--- config.mk ---
export PLATFORM = sky130hd
export DESIGN_NAME = mult_div_unit
export DESIGN_NICKNAME = d
export VERILOG_FILES = /design/src/rtl/mult_div_unit.sv
export SDC_FILE = /design/constraint.sdc
export NUM_CORES = 1
export LEC_CHECK = 0
export CORE_MARGIN = 2
export CORE_UTILIZATION = 60
export DETAILED_ROUTE_END_ITERATION = 12
export PLACE_DENSITY_LB_ADDON = 0.05
export SETUP_SLACK_MARGIN = 0.5
export SLEW_MARGIN = 20
export SYNTH_ARGS = -nofsm -noshare
export SYNTH_HDL_FRONTEND = slang
export SYNTH_SLANG_ARGS = --single-unit
--- constraint.sdc ---
create_clock -name clk -period 10.27 [get_ports clk]
set_input_delay 1.5405 -clock clk [delete_from_list [all_inputs] [get_ports clk]]
set_output_delay 1.5405 -clock clk [all_outputs]
set_load 0.01 [all_outputs]
--- src/rtl/mult_div_unit.sv ---
`timescale 1ns/1ps
`default_nettype none
// ============================================================================
//  Module   : mult_div_unit
//  Purpose  : Multi-cycle signed multiply / divide engine. Performs one
//             unsigned shift-add (MULT) or restoring shift-subtract (DIV)
//             step per clock on operand magnitudes, applies the sign
//             correction in a final cycle and writes the result into HI/LO.
//  Ports    : clk          - clock, rising edge
//             reset        - synchronous, active-high reset
//             start        - operation request, sampled only when idle
//             ALU_Control  - 3-bit op code (OP_MULT / OP_DIV)
//             a, b         - two's complement operands (rs, rt)
//             busy         - engine occupied, datapath should stall
//             done         - one-cycle pulse, HI/LO valid
//             hi, lo       - MULT: product halves; DIV: remainder / quotient
//             div_by_zero  - set with done when a DIV had b == 0
//  Revision : 1.0 - initial release
// ============================================================================
module mult_div_unit #(
    parameter int         WIDTH   = 32,
    parameter logic [2:0] OP_MULT = 3'b011,
    parameter logic [2:0] OP_DIV  = 3'b100
) (
    input  logic             clk,
    input  logic             reset,
    input  logic             start,
    input  logic [2:0]       ALU_Control,
    input  logic [WIDTH-1:0] a,
    input  logic [WIDTH-1:0] b,
    output logic             busy,
    output logic             done,
    output logic [WIDTH-1:0] hi,
    output logic [WIDTH-1:0] lo,
    output logic             div_by_zero
);

    localparam int                 c_cnt_w    = (WIDTH > 1) ? $clog2(WIDTH) : 1;
    localparam logic [c_cnt_w-1:0] c_last_cnt = c_cnt_w'(WIDTH - 1);

    typedef enum logic [1:0] {
        S_IDLE = 2'd0,
        S_CALC = 2'd1,
        S_FIX  = 2'd2,
        S_DONE = 2'd3
    } state_t;

    state_t r_state;
    state_t w_next;

    // Operation context captured at acceptance
    logic                 r_op_div;
    logic                 r_neg_res;   // sign(a) ^ sign(b)
    logic                 r_neg_rem;   // sign(a): remainder follows dividend
    logic [WIDTH-1:0]     r_m;         // multiplicand (MULT) or divisor (DIV) magnitude
    logic [2*WIDTH-1:0]   r_acc;       // {upper, lower} working register
    logic [c_cnt_w-1:0]   r_cnt;
    logic [WIDTH-1:0]     r_hi;
    logic [WIDTH-1:0]     r_lo;
    logic                 r_dbz;

    logic                 w_legal_op;
    logic                 w_accept;
    logic                 w_is_div;
    logic                 w_b_zero;
    logic [WIDTH-1:0]     w_abs_a;
    logic [WIDTH-1:0]     w_abs_b;
    logic [WIDTH:0]       w_mul_sum;
    logic [2*WIDTH-1:0]   w_mul_step;
    logic [WIDTH:0]       w_div_shift;
    logic                 w_div_ge;
    logic [WIDTH-1:0]     w_div_diff;
    logic [2*WIDTH-1:0]   w_div_step;
    logic [2*WIDTH-1:0]   w_prod_signed;
    logic [WIDTH-1:0]     w_quo_signed;
    logic [WIDTH-1:0]     w_rem_signed;

    assign w_is_div   = (ALU_Control == OP_DIV);
    assign w_legal_op = (ALU_Control == OP_MULT) || w_is_div;
    assign w_accept   = (r_state == S_IDLE) && start && w_legal_op;
    assign w_b_zero   = (b == '0);

    // Magnitudes; -2^(WIDTH-1) maps to 2^(WIDTH-1), which still fits unsigned
    assign w_abs_a = a[WIDTH-1] ? (~a + 1'b1) : a;
    assign w_abs_b = b[WIDTH-1] ? (~b + 1'b1) : b;

    // Shift-add: multiplier sits in the low half and is consumed LSB first
    // while the partial product grows in from the top.
    assign w_mul_sum  = {1'b0, r_acc[2*WIDTH-1:WIDTH]} + {1'b0, (r_acc[0] ? r_m : '0)};
    assign w_mul_step = {w_mul_sum, r_acc[WIDTH-1:1]};

    // Restoring division: remainder in the high half, dividend shifted out of
    // the low half MSB first while quotient bits enter at the LSB.
    assign w_div_shift = {r_acc[2*WIDTH-1:WIDTH], r_acc[WIDTH-1]};
    assign w_div_ge    = (w_div_shift >= {1'b0, r_m});
    // Difference is below the divisor whenever it is used, so WIDTH bits suffice
    assign w_div_diff  = w_div_shift[WIDTH-1:0] - r_m;
    assign w_div_step  = {(w_div_ge ? w_div_diff : w_div_shift[WIDTH-1:0]),
                          r_acc[WIDTH-2:0], w_div_ge};

    assign w_prod_signed = r_neg_res ? (~r_acc + 1'b1) : r_acc;
    assign w_quo_signed  = r_neg_res ? (~r_acc[WIDTH-1:0] + 1'b1) : r_acc[WIDTH-1:0];
    assign w_rem_signed  = r_neg_rem ? (~r_acc[2*WIDTH-1:WIDTH] + 1'b1)
                                     : r_acc[2*WIDTH-1:WIDTH];

    // ---------------------------------------------------------------- FSM
    always_ff @(posedge clk) begin
        if (reset) begin
            r_state <= S_IDLE;
        end else begin
            r_state <= w_next;
        end
    end

    always_comb begin
        w_next = r_state;
        busy   = (r_state != S_IDLE);
        done   = (r_state == S_DONE);
        case (r_state)
            S_IDLE: begin
                if (w_accept) begin
                    w_next = (w_is_div && w_b_zero) ? S_DONE : S_CALC;
                end
            end
            S_CALC: begin
                if (r_cnt == c_last_cnt) begin
                    w_next = S_FIX;
                end
            end
            S_FIX:   w_next = S_DONE;
            S_DONE:  w_next = S_IDLE;
            default: w_next = S_IDLE;
        endcase
    end

    // ----------------------------------------------------------- datapath
    always_ff @(posedge clk) begin
        if (reset) begin
            r_op_div  <= 1'b0;
            r_neg_res <= 1'b0;
            r_neg_rem <= 1'b0;
            r_m       <= '0;
            r_acc     <= '0;
            r_cnt     <= '0;
            r_hi      <= '0;
            r_lo      <= '0;
            r_dbz     <= 1'b0;
        end else begin
            case (r_state)
                S_IDLE: begin
                    if (w_accept) begin
                        r_op_div  <= w_is_div;
                        r_neg_res <= a[WIDTH-1] ^ b[WIDTH-1];
                        r_neg_rem <= a[WIDTH-1];
                        r_cnt     <= '0;
                        r_dbz     <= 1'b0;
                        if (w_is_div) begin
                            r_m   <= w_abs_b;
                            r_acc <= {{WIDTH{1'b0}}, w_abs_a};
                            // Divide by zero finishes immediately with a fixed result
                            if (w_b_zero) begin
                                r_hi  <= a;
                                r_lo  <= '1;
                                r_dbz <= 1'b1;
                            end
                        end else begin
                            r_m   <= w_abs_a;
                            r_acc <= {{WIDTH{1'b0}}, w_abs_b};
                        end
                    end
                end
                S_CALC: begin
                    r_acc <= r_op_div ? w_div_step : w_mul_step;
                    r_cnt <= r_cnt + 1'b1;
                end
                S_FIX: begin
                    if (r_op_div) begin
                        r_hi <= w_rem_signed;
                        r_lo <= w_quo_signed;
                    end else begin
                        r_hi <= w_prod_signed[2*WIDTH-1:WIDTH];
                        r_lo <= w_prod_signed[WIDTH-1:0];
                    end
                end
                default: begin
                end
            endcase
        end
    end

    assign hi          = r_hi;
    assign lo          = r_lo;
    assign div_by_zero = r_dbz;

endmodule
`default_nettype wire

==> metrics.md <==
| Metric | Value |
|---|---|
| CP Max Fanout | 67 |
| Final WS setup | 5.27 ns |
| Core area | 23500 um^2 |
| Final setup viols | 0 |
| Skew-Pair Late Insertion Delay | 0.44 ns |
| Clock Path Buffers | 2 |
| Area occupied by multi-input gates | 10300 um^2 |
| DR vias/cell | 6.60 |
| Final period utilization | 0.487 |
| Final WL | 50600 um |
| Mapped Cells | 1947 |
| Routed Antenna Nets | 0 |
| Fmax | 200 MHz |
| Yosys reg bits | 171 |
| Leak | 6.21 nW |
| Depth of the worst register-to-register path | 14 |
| DRC errors left | 0 |
| Worst Setup End Kind | register |
| Most instantiated cells after synthesis | 254 x nor2_1, 195 x nand2_1, 171 x dfxtp_1 |
| Register area | 3420 um^2 |
| Int Power | 1.61 mW |
| Top cells by area, synth | dfxtp_1 24%, nor2_1 6.6%, ha_1 6.5% |
| Post-CTS Setup Repair Bufs | 0 |
| Initial antenna violation count | 1 |
| Post-synth EDFFs | 0 |
| Vias | 15.4k |
| First-pass GRT wire length | 77400 um |
| Worst-case vdd ir drop | 0.000146 V |
| R2R Path Start | r_acc[0] |
| Rows | 56 |
| WS Path Type | primary input to register |
| Layout Nets | 2148 |
| Hold WC Path Type | register to register |
| Share of cells above drive strength 1 | 0.0541 |
| Worst hold stages | 2 |
| Area Growth Syn to Fin | 14.3% |
| Die H | 159 um |
| Ys async rst share | 0 |
| Post-cts gate resize count | 0 |
| Sink of the worst hold path | r_m[5] |
| Synthesized net count | 2094 |
| Sw Pwr | 1.28 mW |
| Post-DP HPWL | 38700 um |
| Cts bufs inserted | 17 |
| Worst Max-Slew Pin Slew | 1.10 ns |
| Post-synthesis instance area | 14400 um^2 |
| Fin. Hold Viols | 0 |
| Largest net degree at the start of global routing | 86 |
| Most frequent cell after synthesis | nor2_1 |
| Antenna Cells | 0 |
| Post-synth top area share | 0.238 |
| Setup WS pre-CTS | 4.91 ns |
| Pwr/cell area | 175 nW/um^2 |
| Crit path DAT | 5.35 ns |
| Die ar. | 25200 um^2 |
| Sequential area share after synthesis | 0.238 |
| CTS tree | done |
| Fill cells | 2039 |
| Seq pwr share | 0.302 |
| H-tree depth | 4 |
| IO buf count | 136 |
| RePlAce Congestion | 0.986 |
| Gr ovfl total | 0 |
| Hold-fix buffers, CTS | 0 |
| Synth Warn # | 0 |
| Tot Pwr | 2.88 mW |
| Setup_tns | 0 ns |
| MaxCap Viol Count | 0 |
| Sw Ratio | 0.443 |
| Yosys cell types | 74 |
| CP Launch Type | primary input |
| FF-to-FF setup slack | 5.78 ns |
| Synth Flop Type | dfxtp_1 |
| Clock Power Share | 0.227 |
| Final core utilization | 0.699 |
| Fin crit period | 5.00 ns |
| Root Driver | clkbuf_16 |
| GRT Util Overall | 0.386 |
| Wire per inst | 21.7 um |
| Worst clock skew | 0.0126 ns |
| Post-Syn Area per Cell | 7.39 um^2 |
| Clock transition at the registers of the reported paths | 0.08 ns |
| Worst EP required | 10.62 ns |
| Vias in the first global route | 13.9k |
| Initial core utilization | 0.611 |
| Logic pwr share | 0.471 |
| RR Endpoint | r_acc[60] |
| Fin. max-slew vios | 0 |
| Outcome | complete, no violations |
| IO Count | 137 |
| RSZ-0062 raised after global routing | false |
| Max-slew headroom | 0.266 |
| Clock sink count | 171 |
| DRT Pass-1 Iters | 5 |
| Biggest area consumer among synthesized cells | dfxtp_1 |
| Hold Startpoint | r_m[5] |
| WHS | 0.454 ns |
| DR iter-0 viols | 1969 |
| Die X | 159 um |
## registers in the layout, summed over array words and instances, names as in the netlist
signal / cells
r_acc: 64
r_m: 32
div_by_zero: 1
lo: 32
r_neg_rem: 1
r_cnt: 5
r_neg_res: 1
r_state: 2
r_op_div: 1
hi: 32
## layout by cell type (no fill, tap or decap), types with 50 or more instances in the layout
| master | synthesis | routed |
|---|---|---|
| clkdlybuf4s50_1 | 0 | 135 |
| nand2_1 | 195 | 194 |
| nor3_1 | 51 | 50 |
| mux2i_1 | 51 | 51 |
| dfxtp_1 | 171 | 170 |
| inv_1 | 62 | 62 |
| a21oi_1 | 156 | 155 |
| o21ai_0 | 115 | 115 |
| xor2_1 | 95 | 95 |
| a211oi_1 | 115 | 115 |
| ha_1 | 75 | 74 |
| nor2_1 | 254 | 252 |
| xnor2_1 | 78 | 78 |
## layer usage
metal  wire length (um)  track usage  vias up
met1              21300        0.537     7204
met4               2020        0.153        0
met2              21400        0.585      918
met5                  0            0        -
met3               5860       0.0778      125
li1                   -            -     7159
## cell families (layout without fill, tap and decap cells)
kind of cell	after synthesis	after routing	share of synthesized area
DFF	171	171	0.238
and+or+nand+nor	663	663	0.212
AOI/OAI and AO/OA	605	605	0.274
buffers and inverters	184	251	0.0489
muxes	74	74	0.0535
adders and majority gates	77	77	0.0680
xor gates and xnor gates	173	173	0.105
## cell type report
class / instances / share of cell area
Clock inverter: 15 / 0.00920
Multi-Input combinational cell: 1592 / 0.626
Tap cell: 319 / 0.0243
Timing Repair Buffer: 156 / 0.0917
Clock buffer: 17 / 0.0259
Inverter: 63 / 0.0144
Sequential cell: 171 / 0.208
## how the worst max path moves through the flow
stage                   startpoint         to  slack, ns  cells after the start
detailed placement            b[2]     lo[28]       4.91                     10
floorplan                     a[9]  r_acc[23]       6.10                      9
global placement              b[2]     lo[13]       5.05                     10
finish              ALU_Control[0]  r_acc[59]       5.27                     13
global route        ALU_Control[0]  r_acc[59]       5.03                     13
CTS                           b[2]      lo[6]       5.36                     10
## worst max-delay path, stage by stage
cell and delay, ns:
clkdlybuf4s50_1 0.42, nor2_1 0.16, and2_2 0.16, buf_4 0.48, o211ai_1 0.17, buf_4 0.30
nand2_1 0.20, nand2_1 0.12, nor2_1 0.35, nand2_1 0.69, nor2_1 0.48, a2bb2oi_1 0.12
o211ai_1 0.12
## power by group through the flow
| stage | registers (mW) | logic (mW) | clock network, mW |
|---|---|---|---|
| 6_report | 0.870 | 1.36 | 0.653 |
| 5_1_grt | 0.878 | 1.46 | 0.677 |
| 4_1_cts | 0.861 | 1.32 | 0.651 |
| 3_5_place_dp | 0.877 | 1.32 | 0 |
| 3_3_place_gp | 0.873 | 1.30 | 0 |
| 2_1_floorplan | 0.847 | 0.907 | 0 |
## through the flow
step                      cell area, um^2  instances
after CTS                           16400       2333
final                               16400       2333
after global placement              15900       2301
after detailed placement            15900       2301
after floorplan                     14400       1947
after global routing                16400       2333
Note: power is estimated with default switching activity, not from simulation.
